`src/rtl/div_mod_seq.sv`:
```
// div_mod_seq: iterative signed divider (restoring, one quotient bit per
// enabled cycle). Returns quot/rem with dividend = quot*divisor + rem,
// truncating toward zero. Valid/ready on both sides, clock-enable stalls.
`timescale 1ns/1ps
module div_mod_seq #(
  parameter int NW = 48,
  parameter int DW = 18
) (
  input  logic                 clk,
  input  logic                 rst_n,
  input  logic                 ce,
  input  logic                 in_valid,
  output logic                 in_ready,
  input  logic signed [NW-1:0] dividend,
  input  logic signed [DW-1:0] divisor,
  output logic                 out_valid,
  input  logic                 out_ready,
  output logic signed [NW-1:0] quot,
  output logic signed [DW-1:0] rem,
  output logic                 dz,
  output logic                 ovf
);

  localparam int CW = (NW > 1) ? $clog2(NW) : 1;
  localparam logic signed [NW-1:0] MIN_N = {1'b1, {(NW-1){1'b0}}};

  typedef enum logic [1:0] {IDLE, CALC, FIX, DONE} state_t;

  state_t                 state_q;
  logic [CW-1:0]          cnt_q;
  logic                   sn_q;      // dividend sign
  logic                   sd_q;      // divisor sign
  logic                   ovfp_q;    // -2^(NW-1) / -1 detected at accept
  logic [NW-1:0]          nq_q;      // dividend magnitude, shifts out MSB first, quotient shifts in
  logic [DW-1:0]          dmag_q;    // divisor magnitude (2^(DW-1) fits unsigned)
  logic [DW:0]            pr_q;      // partial remainder
  logic [DW:0]            pr_d;
  logic [NW-1:0]          nq_d;
  logic [DW+1:0]          trial;
  logic [DW+1:0]          sub;
  logic                   ge;

  logic                   out_valid_q;
  logic signed [NW-1:0]   quot_q;
  logic signed [DW-1:0]   rem_q;
  logic                   dz_q;
  logic                   ovf_q;

  // Magnitude of the dividend, computed in NW+1 bits so -2^(NW-1) is exact.
  function automatic logic [NW-1:0] abs_n(input logic signed [NW-1:0] v);
    logic [NW:0] e;
    e = {v[NW-1], v};
    if (v[NW-1]) e = -e;
    return e[NW-1:0];
  endfunction

  // Magnitude of the divisor, computed in DW+1 bits so -2^(DW-1) is exact.
  function automatic logic [DW-1:0] abs_d(input logic signed [DW-1:0] v);
    logic [DW:0] e;
    e = {v[DW-1], v};
    if (v[DW-1]) e = -e;
    return e[DW-1:0];
  endfunction

  // Apply sign to a quotient magnitude; 2^(NW-1) negated or not wraps to MIN_N.
  function automatic logic [NW-1:0] sgn_n(input logic [NW-1:0] m, input logic s);
    return s ? -m : m;
  endfunction

  // Apply sign to a remainder magnitude; |rem| < |divisor| keeps it in range.
  function automatic logic [DW-1:0] sgn_d(input logic [DW-1:0] m, input logic s);
    return s ? -m : m;
  endfunction

  assign in_ready  = (state_q == IDLE) & ce & rst_n;
  assign out_valid = out_valid_q;
  assign quot      = quot_q;
  assign rem       = rem_q;
  assign dz        = dz_q;
  assign ovf       = ovf_q;

  // One restoring step: shift in the next dividend bit, trial-subtract the divisor.
  always_comb begin
    trial = {pr_q, nq_q[NW-1]};
    sub   = trial - {2'b00, dmag_q};
    ge    = ~sub[DW+1];
    pr_d  = ge ? sub[DW:0] : trial[DW:0];
    nq_d  = {nq_q[NW-2:0], ge};
  end

  // Control FSM with registered results; output handshake ignores ce.
  always_ff @(posedge clk) begin
    if (!rst_n) begin
      state_q     <= IDLE;
      out_valid_q <= 1'b0;
      quot_q      <= '0;
      rem_q       <= '0;
      dz_q        <= 1'b0;
      ovf_q       <= 1'b0;
    end else if (state_q == DONE && out_valid_q && out_ready) begin
      state_q     <= IDLE;
      out_valid_q <= 1'b0;
    end else if (ce) begin
      case (state_q)
        IDLE: begin
          if (in_valid) begin
            sn_q   <= dividend[NW-1];
            sd_q   <= divisor[DW-1];
            nq_q   <= abs_n(dividend);
            dmag_q <= abs_d(divisor);
            pr_q   <= '0;
            cnt_q  <= CW'(NW-1);
            ovfp_q <= (dividend == MIN_N) && (divisor == '1);
            if (divisor == '0) begin
              quot_q  <= '0;
              rem_q   <= '0;
              dz_q    <= 1'b1;
              ovf_q   <= 1'b0;
              state_q <= DONE;
            end else begin
              state_q <= CALC;
            end
          end
        end
        CALC: begin
          pr_q <= pr_d;
          nq_q <= nq_d;
          if (cnt_q == '0) state_q <= FIX;
          else             cnt_q   <= cnt_q - CW'(1);
        end
        FIX: begin
          quot_q  <= sgn_n(nq_q, sn_q ^ sd_q);
          rem_q   <= sgn_d(pr_q[DW-1:0], sn_q);
          dz_q    <= 1'b0;
          ovf_q   <= ovfp_q;
          state_q <= DONE;
        end
        DONE: begin
          // Results are already in place; publish them on this edge.
          if (!out_valid_q) out_valid_q <= 1'b1;
        end
        default: state_q <= IDLE;
      endcase
    end
  end

endmodule

```
`config.mk`:
```
export PLATFORM = sky130hd
export DESIGN_NAME = div_mod_seq
export DESIGN_NICKNAME = d
export VERILOG_FILES = /design/src/rtl/div_mod_seq.sv
export SDC_FILE = /design/constraint.sdc
export NUM_CORES = 1
export LEC_CHECK = 0
export BUFFER_PORTS_ARGS = -buffer_cell sky130_fd_sc_hd__buf_2
export CAP_MARGIN = 15
export CELL_PAD_IN_SITES_DETAIL_PLACEMENT = 0
export CELL_PAD_IN_SITES_GLOBAL_PLACEMENT = 1
export CORE_MARGIN = 1
export CORE_UTILIZATION = 40
export DETAILED_ROUTE_END_ITERATION = 10
export GPL_ROUTABILITY_DRIVEN = 0
export MAX_ROUTING_LAYER = met4
export PLACE_DENSITY = 0.73
export SYNTH_ARGS = -nofsm -noshare
export SYNTH_HDL_FRONTEND = slang
export SYNTH_SLANG_ARGS = --single-unit
```
`constraint.sdc`:
```
create_clock -name clk -period 8.1 [get_ports clk]
set_clock_uncertainty 0.15 [all_clocks]
set_input_delay 1.62 -clock clk [delete_from_list [all_inputs] [get_ports clk]]
set_output_delay 1.62 -clock clk [all_outputs]
set_load 0.005 [all_outputs]
```
==> results of run 1 <==
registers in the layout, indices dropped and copies added (netlist names):
name and cells:
sn_q 1, ovf 1, out_valid 1, dmag_q 18
nq_q 48, rem 18, sd_q 1, state_q 2
dz 1, quot 48, pr_q 19, ovfp_q 1
cnt_q 6
cell type report:
type	count	area (µm²)	share of cell area (%)
timing repair buffer	150	776	6.57
antenna	1	2.50	0.0212
inverter	42	158	1.33
clock inverter	14	125	1.06
tap	330	413	3.49
sequential	165	4240	35.9
multi-input combinational	840	5660	47.9
clock buffer	18	439	3.72
power groups by stage:
| stage | Sequential (W) | Combinational (W) | Clock [W] |
|---|---|---|---|
| global placement | 0.00101 | 0.000437 | 0 |
| global route | 0.000998 | 0.000493 | 0.000834 |
| CTS | 0.000992 | 0.000444 | 0.000797 |
| detailed placement | 0.00101 | 0.000440 | 0 |
| floorplan | 0.000996 | 0.000323 | 0 |
| finish | 0.000993 | 0.000441 | 0.000783 |
kinds of logic (layout without fill, tap and decap cells):
group           Yosys count  after routing  share of synthesized area (%)
simple gates            372            372                           18.5
flops                   165            165                           41.4
other cells               0              1                              0
xor+xnor                137            137                           11.7
buf+inv                  99            224                           3.76
compound gates          281            281                           18.9
fa+ha+maj                30             30                           3.74
mux                      20             20                           2.00
per-layer routing:
layer  vias to the layer above  global-route usage [%]
li1                       4256                       -
met1                      3929                    31.8
met2                       196                    29.7
met3                        12                    3.19
met4                         0                    4.97
met5                         -                       -
critical path: stages:
cell	delay [ns]
buf_2	0.13
nor4_1	0.55
nand4_1	0.27
nor4bb_1	0.63
and3_1	0.32
a31o_2	0.53
nand3_1	0.62
buf_4	0.46
o2bb2ai_1	0.17
placed cells by master, fill, tap and decap left out, types with 10 or more instances in the layout:
cell type,count
o2bb2ai_1,37
ha_1,28
buf_4,10
nand4_1,10
or3_1,15
nor3_1,19
mux2i_1,16
xor2_1,63
nand2_1,144
a21boi_0,31
clkbuf_16,17
o41ai_1,11
nand3_1,50
o21ai_0,90
nor2b_1,19
a21oi_1,27
xnor2_1,73
edfxtp_1,94
o31ai_1,27
inv_1,42
nor4_1,19
dfxtp_1,71
nor2_1,38
buf_2,140
Yosys cell counts (8+ instances only):
library cell  number  area [µm²]
nand3_1           50         250
nand4_1           10        62.6
nand2b_1           9        56.3
xnor2_1           73         639
nor4_1            19         119
nor3_1            19        95.1
a21boi_0          31         233
or3_1             15        93.8
and2_1             9        56.3
xor2_1            64         561
edfxtp_1          94        2820
clkbuf_1          47         176
or4_1              9        67.6
a21oi_1           28         140
o2bb2ai_1         37         324
nor2b_1           19         119
dfxtp_1           71        1420
nor2_1            38         143
nand2_1          144         541
o31ai_1           27         203
a31oi_1            9        56.3
inv_1             42         158
buf_2              8        40.0
and3_1             8        50.1
o21ai_0           90         450
mux2i_1           16         160
ha_1              29         363
o41ai_1           11        96.3
stage by stage:
stage | power (W) | setup WS (ns)
4_1_cts | 0.00223 | 3.01
5_1_grt | 0.00232 | 2.59
3_5_place_dp | 0.00145 | 2.54
2_1_floorplan | 0.00132 | 1.77
3_3_place_gp | 0.00145 | 2.62
6_report | 0.00222 | 2.99
worst max-delay path by stage:
stage          slack (ns)        from  endpoint  depth (start not counted)
2_1_floorplan        1.77       rst_n  cnt_q[0]                          4
3_3_place_gp         2.62  divisor[9]  quot[41]                          9
3_5_place_dp         2.54  divisor[7]  quot[33]                          9
4_1_cts              3.01  divisor[7]  quot[33]                          9
5_1_grt              2.59  divisor[9]  quot[26]                          9
6_report             2.99  divisor[7]  quot[44]                          9
==> metrics, run 1 <==
initial antenna violation count=1; Hold Startpoint=quot[11]; Final Max Slew Viols=0; PortBufs=140; layout cells sized above 1=17.3%; vias in the first global route=roughly 7700; gr ovfl total=0; dpl cells=between 1500 and 2000; CTS tree=yes; H-tree levels=4; Min Clock Period, post-route=5.11 ns; PostCTS Resize Cnt=0; syn_area_per_cell=around 9.3 µm²; Detail Route Antenna Nets=0; endpoints failing hold=0; core region area=between 20000 and 30000 µm²; routed wl met3=between 1000 and 1500 µm; Post-Route M1 WL=~14000 µm; top sig layer=met4; maximum buffer depth of the clock tree=2; clk sinks=165; I/O pin count=roughly 140; Area Growth Syn to Fin=15.3%; Util after Layout=between 40% and 50%; TNS Setup=0 ns; Hold Path Depth=2; Critical Path End Type=flop; GRT Util Overall=a little over a fifth; synthesized cell area=between 10000 and 15000 µm²; post-CTS setup buffers=0; Setup crit start kind=input port; Seq/Total Area, Yosys=41.4%; RR Endpoint=quot[38]; Reg power frac=between 40 and 50%; leakage power=approximately 4.5 nW; FF-to-FF path depth=9; Min Hold Slack=between 0.3 and 0.4 ns; via count=8393; Pwr Density=~190 nW/µm²; First-pass DRT Iterations=5; Row Count=58; Hold Path End=quot[11]; Hold Crit Class=reg2reg; Wirelength per Cell=around 17 µm; Final setup viols=0; Die H=approximately 160 µm; internal cell power=approximately 0.0016 W; Worst VDD drop=around 0.13 mV; Placed Area=about 11000 µm²; Worst-Margin Slew=1.01 ns; RSZ-0062 raised after global routing=no; kind of critical path=in2reg; Hold Buf Count CTS=0; yosys warns=0; Total Wirelength=around 27000 µm; CTS buffer count=17; largest net degree at the start of global routing=just under 90; Fmax achieved=196 MHz; vias per inst=5.38; DRC violations left=0; Slew headroom=between 30% and 40%; FF-to-FF Start=nq_q[0]; Synth Register Bits=~170; combinational power share=between 10% and 20%; cells after synthesis=about 1100; status=completed; Yosys cell types=69; syn_nets=~1200; switching part of the total=~30%; DRT iter0 DRCs=about 590; clk_lat worst skew=0.42 ns; maximum capacitance violations=0; clock network fraction of design power=35.3%; Clock Pin Slew Worst Setup and Hold Paths=around 0.060 ns; Switching Power=0.000661 W; Post-synth EDFFs=between 90 and 100; Final nets=around 1300; Final Cycle Share=between 60 and 70%; initial core utilization=between 40% and 50%; Design Area, Final=between 10000 and 15000 µm²; Synth Flop Type=edfxtp_1; first-pass GRT wire length=about 42000 µm; CP required=8.30 ns; die area=roughly 26000 µm²; routed wl met2=around 11000 µm; Die Wd=about 160 µm; HPWL after DPL=between 15000 and 20000 µm; Async SR Flop Fraction=0%; setup slack, reg-to-reg=4.40 ns; Max FO, Critical Path=30; Layout fillers=about 2500; Root Buffer Master=clkbuf_16; non-filler instance count after layout=1560; Worst Path Arrival=between 5 and 6 ns
Note: power is estimated with default switching activity, not from simulation.
==> run 2, diff against run 1 <==
- PLACE_DENSITY: 0.73 -> 0.76
- clock period: 8.1 -> 4.56 ns (I/O delays scaled with it)
==> run 2 against run 1 <==
Net effect:
- hold slack about the same
- non-clock buffer count increased by 6
- final cell count increased by 0.64%
- sequential share of layout area decreased by 0.20 points
- total power increased by 78%
- design area increased by 0.56%
- die area unchanged
- wire length increased by 0.88%
- clock power increased by 78%
- combinational power increased by 78%
- critical path type unchanged
- highest routed layer unchanged
==> metrics, run 2 (same netlist as run 1, synthesis figures left out) <==
clk sinks=between 150 and 200; dpl cells=1533; Root Buffer Master=clkbuf_16; gr ovfl total=0; kind of critical path=in2reg; maximum capacitance violations=0; Crit path largest cell delay=0.73 ns; Row Count=between 50 and 60; Final Max Slew Viols=0; PostCTS Resize Cnt=0; first-pass GRT wire length=~43000 µm; most frequent cells in the layout=nand2_1 (144), buf_2 (140), edfxtp_1 (94), o21ai_0 (90), xnor2_1 (73); Worst Path Arrival=3.74 ns; non-filler instance count after layout=1570; DRT iter0 DRCs=between 600 and 700; Wirelength per Cell=about 17 µm; Worst VDD drop=about 0.25 mV; met2 Use GR=30.7%; Final setup viols=0; dominant delay contributor by cell family on the critical path=simple AND/OR/NAND/NOR gates; largest net degree at the start of global routing=about 80; gr busiest metal=met2; HPWL after DPL=around 20000 µm; Die Wd=around 160 µm; Min Clock Period, post-route=approximately 3.6 ns; Worst-Margin Slew=around 0.83 ns; Fmax achieved=about 280 MHz; PortBufs=140; Pwr Density=~330 nW/µm²; Hold Buf Count CTS=0; Slew headroom=44.3%; crit path buf inv count=2; I/O pin count=141; clk_lat worst skew=around 0.43 ns; maximum buffer depth of the clock tree=2; CP max stage cell=nor4bb_1; critical path, cell by cell=buf_2 > nor4_1 > nand4_1 > nor4bb_1 > and3_1 > a31oi_2 > and2_1 > buf_4 > o2bb2ai_1; TNS Setup=0 ns; Area Growth Syn to Fin=15.9%; Detail Route Antenna Nets=0; Critical Path End Type=flop; Final Cycle Share=78.5%; status=completed; GRT Util Overall=between 20 and 25%; die area=approximately 26000 µm²; CTS buffer count=17; Max FO, Critical Path=33; Die H=~160 µm; H-tree levels=4; Final nets=between 1000 and 1500; routing usage on met3=3.50%; most common cell after layout, fill and taps aside=nand2_1; Clock Pin Slew Worst Setup and Hold Paths=0.06 ns; vias per inst=~5.4; Layout fillers=2465; DRC violations left=0; CTS tree=yes; initial antenna violation count=5; via count=roughly 8500; endpoints failing hold=0; First-pass DRT Iterations=5; vias in the first global route=~8000; Setup crit start kind=input port; GR Util met1=30.5%; Hold Crit Class=reg2reg; RSZ-0062 raised after global routing=no; core region area=approximately 25000 µm²; layout cells sized above 1=17.7%; leakage power=approximately 4.5 nW; initial core utilization=around 41%; Total Wirelength=about 27000 µm; CP required=approximately 4.7 ns; post-CTS setup buffers=0
## run 2: final timing paths
path / start / slack, ns / endpoint / depth (start not counted)
hold / removal: rem[7] / 0.31 / rem[7] / 2
setup reg to reg: nq_q[0] / 1.26 / quot[44] / 8
hold reg to reg: rem[7] / 0.31 / rem[7] / 2
setup / recovery: divisor[7] / 0.98 / quot[27] / 9
## run 2: stage by stage
step	cell area (µm²)	worst slack [ns]	util [%]	power [W]	hold WS, ns
after CTS	11900	1.02	47.1	0.00398	0.312
after detailed placement	11300	0.590	44.9	0.00258	0.291
final	11900	0.978	47.2	0.00394	0.308
after floorplan	10300	0.441	-	0.00234	0.300
after global placement	11300	0.689	44.9	0.00258	0.292
after global routing	11900	0.692	47.2	0.00414	0.326
## run 2: area by class of cell
cell class | instances | area [µm²] | area share (%)
clock inverters | 13 | 120 | 1.01
repair buffers | 156 | 833 | 7.01
flip-flops and latches | 165 | 4240 | 35.7
well taps | 330 | 413 | 3.48
inverters | 42 | 158 | 1.33
clock buffers | 19 | 443 | 3.73
diodes | 5 | 12.5 | 0.105
multi-input cells | 840 | 5660 | 47.6
## run 2: power by group
group	switching, W	internal [W]	leakage (nW)	total, W
sequential	0.0000804	0.00169	1.43	0.00177
clock	0.000615	0.000773	0.277	0.00139
combinational	0.000476	0.000309	2.81	0.000785
total	0.00117	0.00277	4.52	0.00394
## run 2: worst register-to-register path, cell delays in order, from the launching register on
cell,delay [ns]
edfxtp_1,0.47
inv_1,0.09
ha_1,0.18
nor3b_1,0.53
nand3_1,0.47
nor4_1,0.76
a31oi_1,0.21
xnor2_1,0.24
o2bb2ai_1,0.10
## run 2: metal layers
layer,up-vias,wire (µm)
li1,4265,-
met1,3938,13400
met2,232,11600
met3,29,1420
met4,0,493
met5,-,0
==> run 3, diff against run 2 <==
- clock period: 4.56 -> 3 ns (I/O delays scaled with it)
==> run 3 against run 2 <==
Net effect:
- combinational power increased by 78%
- total power rose by 57%
- final cell count is 6.6% higher
- critical endpoint is now pr_q[9]
- design area rose by 8.4%
- clock-buffer cell count unchanged
- wire length rose by 4.9%
- hold slack got worse by 0.0077 ns
- via count up 6.0%
- global-route usage grew 0.68 points
==> metrics, run 3 (same netlist as run 1, synthesis figures left out) <==
CTS tree=yes; Die H=between 150 and 200 µm; layout cells sized above 1=25.7%; die area=26300 µm²; kind of critical path=reg2reg; H-tree levels=4; Final setup viols=0; Fmax achieved=about 340 MHz; RSZ-0062 raised after global routing=yes; CP required=between 3 and 4 ns; initial core utilization=40.7%; Root Buffer Master=clkbuf_16; First-pass DRT Iterations=5; critical path, cell by cell=ha_2 > and2_2 > nand3_1 > a211oi_4 > nor3_2 > nor4_4 > buf_4 > clkbuf_16 > mux2i_1 > nor2b_1; PortBufs=140; core region area=roughly 25000 µm²; Critical Path End Type=flop; via count=between 8000 and 9000; DRC violations left=0; Design Area, Final=approximately 13000 µm²; setup ws final=between 0.03 and 0.04 ns; CTS buffer count=17; I/O pin count=141; Worst Path Arrival=~3 ns; Total Wirelength=between 20000 and 30000 µm; Pwr Density=approximately 480 nW/µm²; largest net degree at the start of global routing=84; status=completed; Area Growth Syn to Fin=25.7%; Slew headroom=between 40% and 50%; Final nets=between 1000 and 1500; Final Max Slew Viols=0; Worst VDD drop=0.393 mV; maximum capacitance violations=0; Clock Pin Slew Worst Setup and Hold Paths=~0.070 ns; endpoints failing hold=0; non-filler instance count after layout=~1700; vias in the first global route=roughly 8200; GRT Util Overall=between 20 and 25%; Hold Crit Class=reg2reg; Placed Area=about 12000 µm²; HPWL after DPL=~21000 µm; TNS Setup=0 ns; CP max stage cell=edfxtp_1; dpl cells=around 1600; gr ovfl total=0; Setup crit start kind=flop; Total Power=between 0.006 and 0.007 W; Die Wd=about 160 µm; Min Clock Period, post-route=2.97 ns; leakage power=5.06 nW; Detail Route Antenna Nets=0; Wirelength per Cell=between 15 and 20 µm; Crit path largest cell delay=~0.44 ns; Final Cycle Share=between 90% and 100%; clk sinks=around 170; clk_lat worst skew=0.44 ns; pre-CTS WS=-0.317 ns; Max FO, Critical Path=6; Worst-Margin Slew=approximately 0.84 ns; Hold Buf Count CTS=0; maximum buffer depth of the clock tree=2; initial antenna violation count=3; vias per inst=between 5 and 6; first-pass GRT wire length=approximately 44000 µm; DRT iter0 DRCs=around 750; most common cell after layout, fill and taps aside=nand2_1; most frequent cells in the layout=nand2_1 (144), buf_2 (140), buf_4 (113), edfxtp_1 (94), o21ai_0 (89); Row Count=58
## run 3: changes by cell type in the layout (fill, tap and decap cells not counted), sizes merged
cell / delta
clkbuf: +2
bufinv: -1
diode: -2
clkinvlp: +1
buf: +103
## run 3: layout make-up
type / count / area (µm²)
Tap cell: 330 / 413
Fill cell: 2397 / 12300
Antenna cell: 3 / 7.51
Sequential cell: 165 / 4240
Clock inverter: 13 / 111
Multi-Input combinational cell: 840 / 5780
Timing Repair Buffer: 261 / 1720
Inverter: 42 / 158
Clock buffer: 19 / 454
## run 3: through the flow
step	hold slack, ns	util (%)
floorplan	0.300	-
global placement	0.292	48.2
detailed placement	0.291	48.2
CTS	0.305	50.5
global route	0.327	51.2
finish	0.301	51.2
## run 3: worst max-delay path, delay by kind of cell, from the launching register on
kind                       cells  cell delay (ns)
buffers and inverters          2             0.37
and+or+nand+nor                5             0.89
DFF                            1             0.44
AOI/OAI and AO/OA              1             0.27
muxes                          1             0.19
adders and majority gates      1             0.42
## run 3: power by group
part	leakage [nW]	switching [W]	internal, W
Combinational	3.36	0.000798	0.000597
Clock	0.273	0.000983	0.00113
Sequential	1.43	0.0000986	0.00256
Total	5.06	0.00188	0.00429
## run 3: path summary, 6_finish.rpt
check / start / to / slack [ns] / depth (start not counted)
max: pr_q[9] / pr_q[9] / 0.03 / 10
max reg2reg: pr_q[9] / pr_q[9] / 0.03 / 10
min: quot[18] / quot[18] / 0.30 / 2
min reg2reg: quot[18] / quot[18] / 0.30 / 2
## run 3: repair_timing
action	4_1_cts	5_1_grt
pin swaps	0	5
gates resized for setup	1	21
setup endpoints to repair	1	22
setup buffers	0	2
gates cloned	0	2
## run 3: metal layers
layer	part of all wire [%]	wire length [µm]	vias to the layer above	global-route usage (%)
met5	0	0	-	-
met4	1.2	331	0	5.62
met3	6.3	1790	27	3.47
met2	44	12400	257	32.1
met1	49	13800	4213	31.8
li1	-	-	4477	-
